`src/rtl/base_proc.sv`:
```
// Multi-cycle 16-bit processor core with eight general-purpose registers.
// Executes one instruction (mv, mvi, add, sub, mvo) per run request and pulses done on completion.
module base_proc (
    input  logic        clock,
    input  logic        resetn,
    input  logic        run,
    input  logic [15:0] din,
    output logic        done,
    output logic [15:0] dout
);

    localparam logic [2:0] OP_MV  = 3'b000;
    localparam logic [2:0] OP_MVI = 3'b001;
    localparam logic [2:0] OP_ADD = 3'b010;
    localparam logic [2:0] OP_SUB = 3'b011;
    localparam logic [2:0] OP_MVO = 3'b100;

    typedef enum logic [1:0] {
        IDLE = 2'd0,
        EXEC = 2'd1,
        WB   = 2'd2
    } state_t;

    state_t      state;
    state_t      state_next;

    logic [8:0]  ir;
    logic [15:0] g;
    logic [15:0] rf [8];

    logic [2:0]  op;
    logic [2:0]  rx;
    logic [2:0]  ry;
    logic [15:0] rx_val;
    logic [15:0] ry_val;

    logic        ir_load;
    logic        rf_we;
    logic [15:0] rf_wdata;
    logic        g_we;
    logic [15:0] g_next;
    logic        dout_we;
    logic        done_next;

    // Modulo-2^16 arithmetic; carries are deliberately discarded.
    function automatic logic [15:0] alu_add(input logic [15:0] a, input logic [15:0] b);
        return a + b;
    endfunction

    function automatic logic [15:0] alu_sub(input logic [15:0] a, input logic [15:0] b);
        return a - b;
    endfunction

    assign op     = ir[8:6];
    assign rx     = ir[5:3];
    assign ry     = ir[2:0];
    assign rx_val = rf[rx];
    assign ry_val = rf[ry];

    always_ff @(posedge clock or negedge resetn) begin
        if (!resetn) begin
            state <= IDLE;
        end else begin
            state <= state_next;
        end
    end

    always_comb begin
        state_next = state;
        ir_load    = 1'b0;
        rf_we      = 1'b0;
        rf_wdata   = 16'h0000;
        g_we       = 1'b0;
        g_next     = 16'h0000;
        dout_we    = 1'b0;
        done_next  = 1'b0;

        unique case (state)
            IDLE: begin
                if (run) begin
                    ir_load    = 1'b1;
                    state_next = EXEC;
                end
            end

            EXEC: begin
                state_next = IDLE;
                done_next  = 1'b1;
                case (op)
                    OP_MV: begin
                        rf_we    = 1'b1;
                        rf_wdata = ry_val;
                    end
                    OP_MVI: begin
                        // Immediate word is whatever sits on din at this edge.
                        rf_we    = 1'b1;
                        rf_wdata = din;
                    end
                    OP_ADD: begin
                        g_we       = 1'b1;
                        g_next     = alu_add(rx_val, ry_val);
                        done_next  = 1'b0;
                        state_next = WB;
                    end
                    OP_SUB: begin
                        g_we       = 1'b1;
                        g_next     = alu_sub(rx_val, ry_val);
                        done_next  = 1'b0;
                        state_next = WB;
                    end
                    OP_MVO: begin
                        dout_we = 1'b1;
                    end
                    default: begin
                    end
                endcase
            end

            WB: begin
                rf_we      = 1'b1;
                rf_wdata   = g;
                done_next  = 1'b1;
                state_next = IDLE;
            end

            default: begin
                state_next = IDLE;
            end
        endcase
    end

    always_ff @(posedge clock or negedge resetn) begin
        if (!resetn) begin
            ir   <= 9'h000;
            g    <= 16'h0000;
            dout <= 16'h0000;
            done <= 1'b0;
        end else begin
            done <= done_next;
            if (ir_load) begin
                ir <= din[8:0];
            end
            if (g_we) begin
                g <= g_next;
            end
            if (dout_we) begin
                dout <= rx_val;
            end
        end
    end

    // Register file: single write port, always targeting rx of the current instruction.
    always_ff @(posedge clock or negedge resetn) begin
        if (!resetn) begin
            for (int i = 0; i < 8; i++) begin
                rf[i] <= 16'h0000;
            end
        end else if (rf_we) begin
            rf[rx] <= rf_wdata;
        end
    end

endmodule

```
`config.mk`:
```
export PLATFORM = sky130hd
export DESIGN_NAME = base_proc
export DESIGN_NICKNAME = d
export VERILOG_FILES = /design/src/rtl/base_proc.sv
export SDC_FILE = /design/constraint.sdc
export NUM_CORES = 1
export LEC_CHECK = 0
export CAP_MARGIN = 20
export CORE_AREA = 2 2 156 158
export DETAILED_ROUTE_END_ITERATION = 16
export DIE_AREA = 0 0 158 160
export GPL_TIMING_DRIVEN = 0
export PLACE_DENSITY = 0.63
export SYNTH_ARGS = -nofsm -noshare
export SYNTH_HDL_FRONTEND = slang
export SYNTH_SLANG_ARGS = --single-unit
```
`constraint.sdc`:
```
create_clock -name clock -period 4.9 [get_ports clock]
set_input_delay 0.98 -clock clock [delete_from_list [all_inputs] [get_ports clock]]
set_output_delay 0.98 -clock clock [all_outputs]
set_load 0.03 [all_outputs]
```
== Yosys cells after proc, flatten, opt, wreduce, memory -nomap -nowiden ==
Cells that the tools add are included.

* Flip-flop bits (word level): 172
* Output and inout bits: 17

* Add/sub/neg operators: 2
* Magnitude comparators: 3
* Equality and inequality tests: 7
* Muxes and demuxes: 26
* Bitwise gates (word level): 2
* Reduce and logical (&&, ||, !) cells: 5

{| class="wikitable"
|+ Operators with widths
! operator !! number
|-
| $bwmux W128 || 1
|-
| $bmux W16 S3 || 2
|-
| $mux W16 || 6
|-
| $pmux W16 S2 || 3
|-
| $demux W16 S3 || 1
|-
| $add A16 B16 Y16 || 1
|-
| $sub A16 B16 Y16 || 1
|-
| $ge A4 B4 Y1 const B || 2
|-
| $mux W1 || 8
|-
| $not A3 Y4 || 2
|-
| $eq A3 B2 Y1 const B || 2
|-
| $lt A4 B1 Y1 const B || 1
|-
| $mux W2 || 2
|-
| $pmux W1 S2 || 2
|-
| $pmux W2 S2 || 1
|-
| $reduce_or A2 Y1 || 2
|-
| $eq A3 B1 Y1 const B || 1
|-
| $eq A3 B3 Y1 const B || 1
|-
| $logic_not A3 Y1 || 1
|-
| $eq A2 B1 Y1 const B || 1
|-
| $eq A2 B2 Y1 const B || 1
|-
| $logic_not A2 Y1 || 1
|-
| $ne A2 B2 Y1 const B || 1
|-
| $logic_and A1 B1 Y1 || 1
|}

== Depth between registers and ports, before layout ==
* Depth after elaboration: 7
* Gate-level depth with buffers: 18
* Depth with buffers taken out: 15

== Worst setup path after synthesis ==
Ideal clock, no wire load.

* Kind: register to register
* Start: reg ir[1]
* End: reg g[14]
* Library setup time: 0.135 ns
* Arrival: 3.518 ns
* Path slack: 1.247 ns
* Cell stages (with the launch flop): 16
* Path buffers: 4
* Cell sequence: dfrtp_1 buf_6 buf_12 buf_8 buf_2 mux4_2 mux2i_1 a21oi_1 xor2_1 ha_1 nand3_1 o21ai_0 a221oi_1 o41ai_1 xnor2_1 o21ai_0

* Longest elaborated chain between the ends: 7
* Elaborated cells on any way between the ends: 8
* Classes of those cells: 2 x add/sub; 5 x mux; 1 x bitwise

{| class="wikitable"
|+ Ends and longest elaborated chain
! item !! RTL line !! source
|-
| from (decl) || 27 || <nowiki>logic [8:0] ir;</nowiki>
|-
| from (signal assigned) || 141 || <nowiki>ir <= din[8:0];</nowiki>
|-
| $not A3 Y4 (not written as such) * || 58 || <nowiki>assign ry_val = rf[ry];</nowiki>
|-
| $bmux W16 S3 * || 58 ||
|-
| $mux W16 (not written as such) * (2 in series) || 58 ||
|-
| $sub A16 B16 Y16 / $add A16 B16 Y16 (equally long branches) || 51, 47 ||
|-
| $pmux W16 S2 * || 89 || <nowiki>case (op)</nowiki>
|-
| $mux W16 * || 78 || <nowiki>unique case (state)</nowiki>
|-
| to (signal assigned) || 144 || <nowiki>g <= g_next;</nowiki>
|-
| to (decl) || 28 || <nowiki>logic [15:0] g;</nowiki>
|}

Mark *: on every way between the ends. The rest lies on a longest branch, timed or not. The select of a mux whose other input is x is not followed.
A chain may end at the register's enable or synchronous reset.

== Worst setup path after layout ==
* Start: reg ir[3]
* End: reg g[14]

* Longest elaborated chain between the ends: 7
* Elaborated cells on any way between the ends: 8
* Classes of those cells: 2 x add/sub; 5 x mux; 1 x bitwise

{| class="wikitable"
|+ Ends and longest elaborated chain
! item !! RTL line !! source
|-
| $not A3 Y4 (not written as such) * || 57 || <nowiki>assign rx_val = rf[rx];</nowiki>
|-
| $bmux W16 S3 * || 57 ||
|-
| $mux W16 (not written as such) * (2 in series) || 57 ||
|-
| $sub A16 B16 Y16 / $add A16 B16 Y16 (equally long branches) || 51, 47 ||
|-
| $pmux W16 S2 * || 89 ||
|-
| $mux W16 * || 78 ||
|}

Marks and branches as above.

==> key figures <==
STA
  – Slew headroom: 0.236
  – Setup TNS: 0 ns
  – Final setup vio count: 0
  – PnR worst setup slack: 0.247 ns
  – RSZ-0062 raised after global routing: no
  – Skew final: 0.0106 ns
  – FMAX: 215 MHz
  – WHS: 0.483 ns
  – Max-slew violations: 0
  – Final Critical Period: 4.65 ns
  – Post-route clock period utilization: 0.950
  – Final hold violations: 0
  – Slew at the pin closest to its max-slew limit: 1.13 ns

Worst setup path
  – Crit path max-delay cell type: clkbuf_2
  – Worst path max stage delay: 0.44 ns
  – Worst setup path category: reg2reg
  – Worst Path Max Fanout: 10
  – Req. time, crit path: 5.20 ns
  – Startpoint types: flop
  – Number of cells on the worst reg-to-reg path: 18
  – Setup crit end kind: flop
  – Worst EP arrival: 4.96 ns
  – Critical Path, Cell by Cell: clkbuf_1 > clkbuf_1 > nand2_1 > nor2_1 > clkbuf_2 > a22oi_1 > and3_1 > ha_1 > inv_1 > fa_1 > a21o_1 > a21o_1 > a21oi_1 > o21ai_1 > a221oi_1 > o41ai_1 > xnor2_1 > o21ai_0

Final layout
  – Area of the multi-input gates: 4690 sq um
  – # fillers: 2,303
  – Share of layout cells above drive strength 1: 0.109
  – Sequential cell area: 4300 sq um
  – # nets final: 1,023
  – Post-route cell area: 10,700 sq um
  – Antenna Cells: 0
  – Area delta synth->final: 15.0%

CTS
  – Hold Buf Count CTS: 0
  – Postcts setup bufs: 0
  – H-tree levels: 4
  – Post-cts resize count: 1
  – Reg clk slew, reported paths: 0.07 ns
  – CTS Buffer Depth: 2
  – Total CTS buffers: 17
  – # clock sinks: 172
  – CTS tree: built
  – Clk_lat worst skew: 0.44 ns
  – Clk root buf: clkbuf_16

Die
  – Total die area: 25,300 sq um
  – Die Ht: 160 um
  – Die Span X: 158 um
  – CORE AREA: 23,800 sq um
  – Starting Density: 0.391
  – Placement Rows: 57
  – # IOs: 36

Yosys
  – Area share of the largest cell type after synthesis: 0.462
  – Sequential area share after synthesis: 0.462
  – Ys async rst share: 1.00
  – EDFF count, synth: 0
  – Unique cell type count in the Yosys netlist: 66
  – Primary FF master, synth: dfrtp_1
  – Syn Area/Cell: 10.1 sq um
  – Synth Warn #: 0
  – Flops & latches, synth: 172
  – Syn Inst Count: 925
  – Mapped Nets: 965
  – Largest area contributor in the netlist: dfrtp_1
  – Mapped Area: 9310 sq um
  – Top post-synthesis cells by area: dfrtp_1, o21ai_0, nand2_1

Job
  – Max-Cap Viols: 0

Worst hold path
  – Hold path cells: 2
  – HP Class: reg2reg

GRT
  – Total grt overflow: 0
  – Initial antenna violation count: 0
  – Vias in the first global route: 7,679
  – Global-route wire length before repair: 47,100 um
  – Total Routing Usage GR: 0.254
  – Pin count of the biggest net entering global routing: 93

Placement
  – Port Buffer Count: 35
  – Final GP Congestion: 0.902
  – Post-DP HPWL: 21,900 um
  – Place WS: -0.0826 ns
  – Placed cell area: 10,100 sq um

Routing
  – DR vias/cell: 5.98
  – Post-DRT Antenna Nets: 0
  – Routed via count: 7,898
  – DR iter-0 viols: 1,080
  – Avg WL per Cell: 23.7 um
  – Pre-antenna DRT Iters: 5
  – WL final: 31,300 um
  – DRC: 0

Run status
  – Status: completed
-- worst max-delay path, delay by kind of cell, from the launching register on --
kind | cells | cell delay, ns
flip-flops | 1 | 0.32
AND/OR/NAND/NOR | 3 | 0.79
AO/OA/AOI/OAI | 8 | 1.55
buffers and inverters | 4 | 1.19
XOR/XNOR | 1 | 0.21
adder cells (fa/ha/maj) | 2 | 0.44
-- cell type report --
cell class / count / share of cell area
clock buffer: 19 / 0.0414
inverter: 8 / 0.00281
sequential: 172 / 0.402
multi-input combinational: 683 / 0.438
clock inverter: 13 / 0.0130
timing repair buffer: 39 / 0.0372
tap: 324 / 0.0379
buffer: 62 / 0.0276
-- path summary, 6_finish.rpt --
path	startpoint	to	slack [ns]
worst max-delay path	ir[3]$_DFFE_PN0P_	g[14]$_DFFE_PN0P_	0.25
worst min-delay path	g[7]$_DFFE_PN0P_	g[7]$_DFFE_PN0P_	0.48
worst max register to register	ir[3]$_DFFE_PN0P_	g[14]$_DFFE_PN0P_	0.25
worst min register to register	g[7]$_DFFE_PN0P_	g[7]$_DFFE_PN0P_	0.48
max in group asynchronous	resetn	rf[41]$_DFFE_PN0P_	3.47
min in group asynchronous	resetn	state[0]$_DFFE_PN0P_	0.53
-- cells in the mapped netlist, drive strengths merged, types with 5 or more instances --
library cell  number
a21o               5
mux2i             16
or3                5
dfrtp            172
nand4             11
nor2              16
o21a               5
o22ai             16
o21ai            166
nor3              12
inv                8
xor2              10
buf               15
a31oi              5
nand3              8
mux4              32
a22oi             58
nor3b              7
mux2              24
clkbuf            47
xnor2             15
nand2            184
a21oi             15
ha                20
-- through the flow --
stage	std cells	utilization
floorplan	925	-
global placement	1284	0.423
detailed placement	1285	0.424
CTS	1317	0.449
global route	1320	0.449
finish	1320	0.449
-- sequential cells by signal, indices dropped and copies added, names as in the netlist --
| register | cells |
|---|---|
| done | 1 |
| state | 2 |
| rf | 128 |
| ir | 9 |
| g | 16 |
| dout | 16 |
-- cell families (layout without fill, tap and decap cells) --
group / after synthesis / count (layout) / synth area share
AO/OA/AOI/OAI: 288 / 288 / 0.184
XOR/XNOR: 25 / 25 / 0.0235
adder cells (fa/ha/maj): 21 / 21 / 0.0290
buffers and inverters: 70 / 141 / 0.0345
flip-flops: 172 / 172 / 0.462
multiplexers: 72 / 72 / 0.131
AND/OR/NAND/NOR: 277 / 277 / 0.136
-- cell usage in the layout, fill, tap and decap left out, types with 15 or more instances in the layout --
cell type / instances
o21ai_0: 164
clkbuf_1: 45
ha_1: 20
nand2_1: 183
clkdlybuf4s50_1: 34
a22oi_1: 58
o22ai_1: 16
xnor2_1: 15
clkbuf_16: 17
dfrtp_1: 172
mux4_2: 22
nor2_1: 16
mux2_2: 24
-- layer usage --
metal  track usage  vias to the layer above  share of wire
met5        0.0198                        -         0.0019
met4        0.0987                        2          0.036
met3        0.0714                       86          0.099
met2         0.395                      457           0.47
met1         0.334                     3841           0.40
li1              -                     3512              -
Power is left out: the tool's default activity adds up to more than one toggle a clock period on the data nets, which glitch-free logic cannot reach.
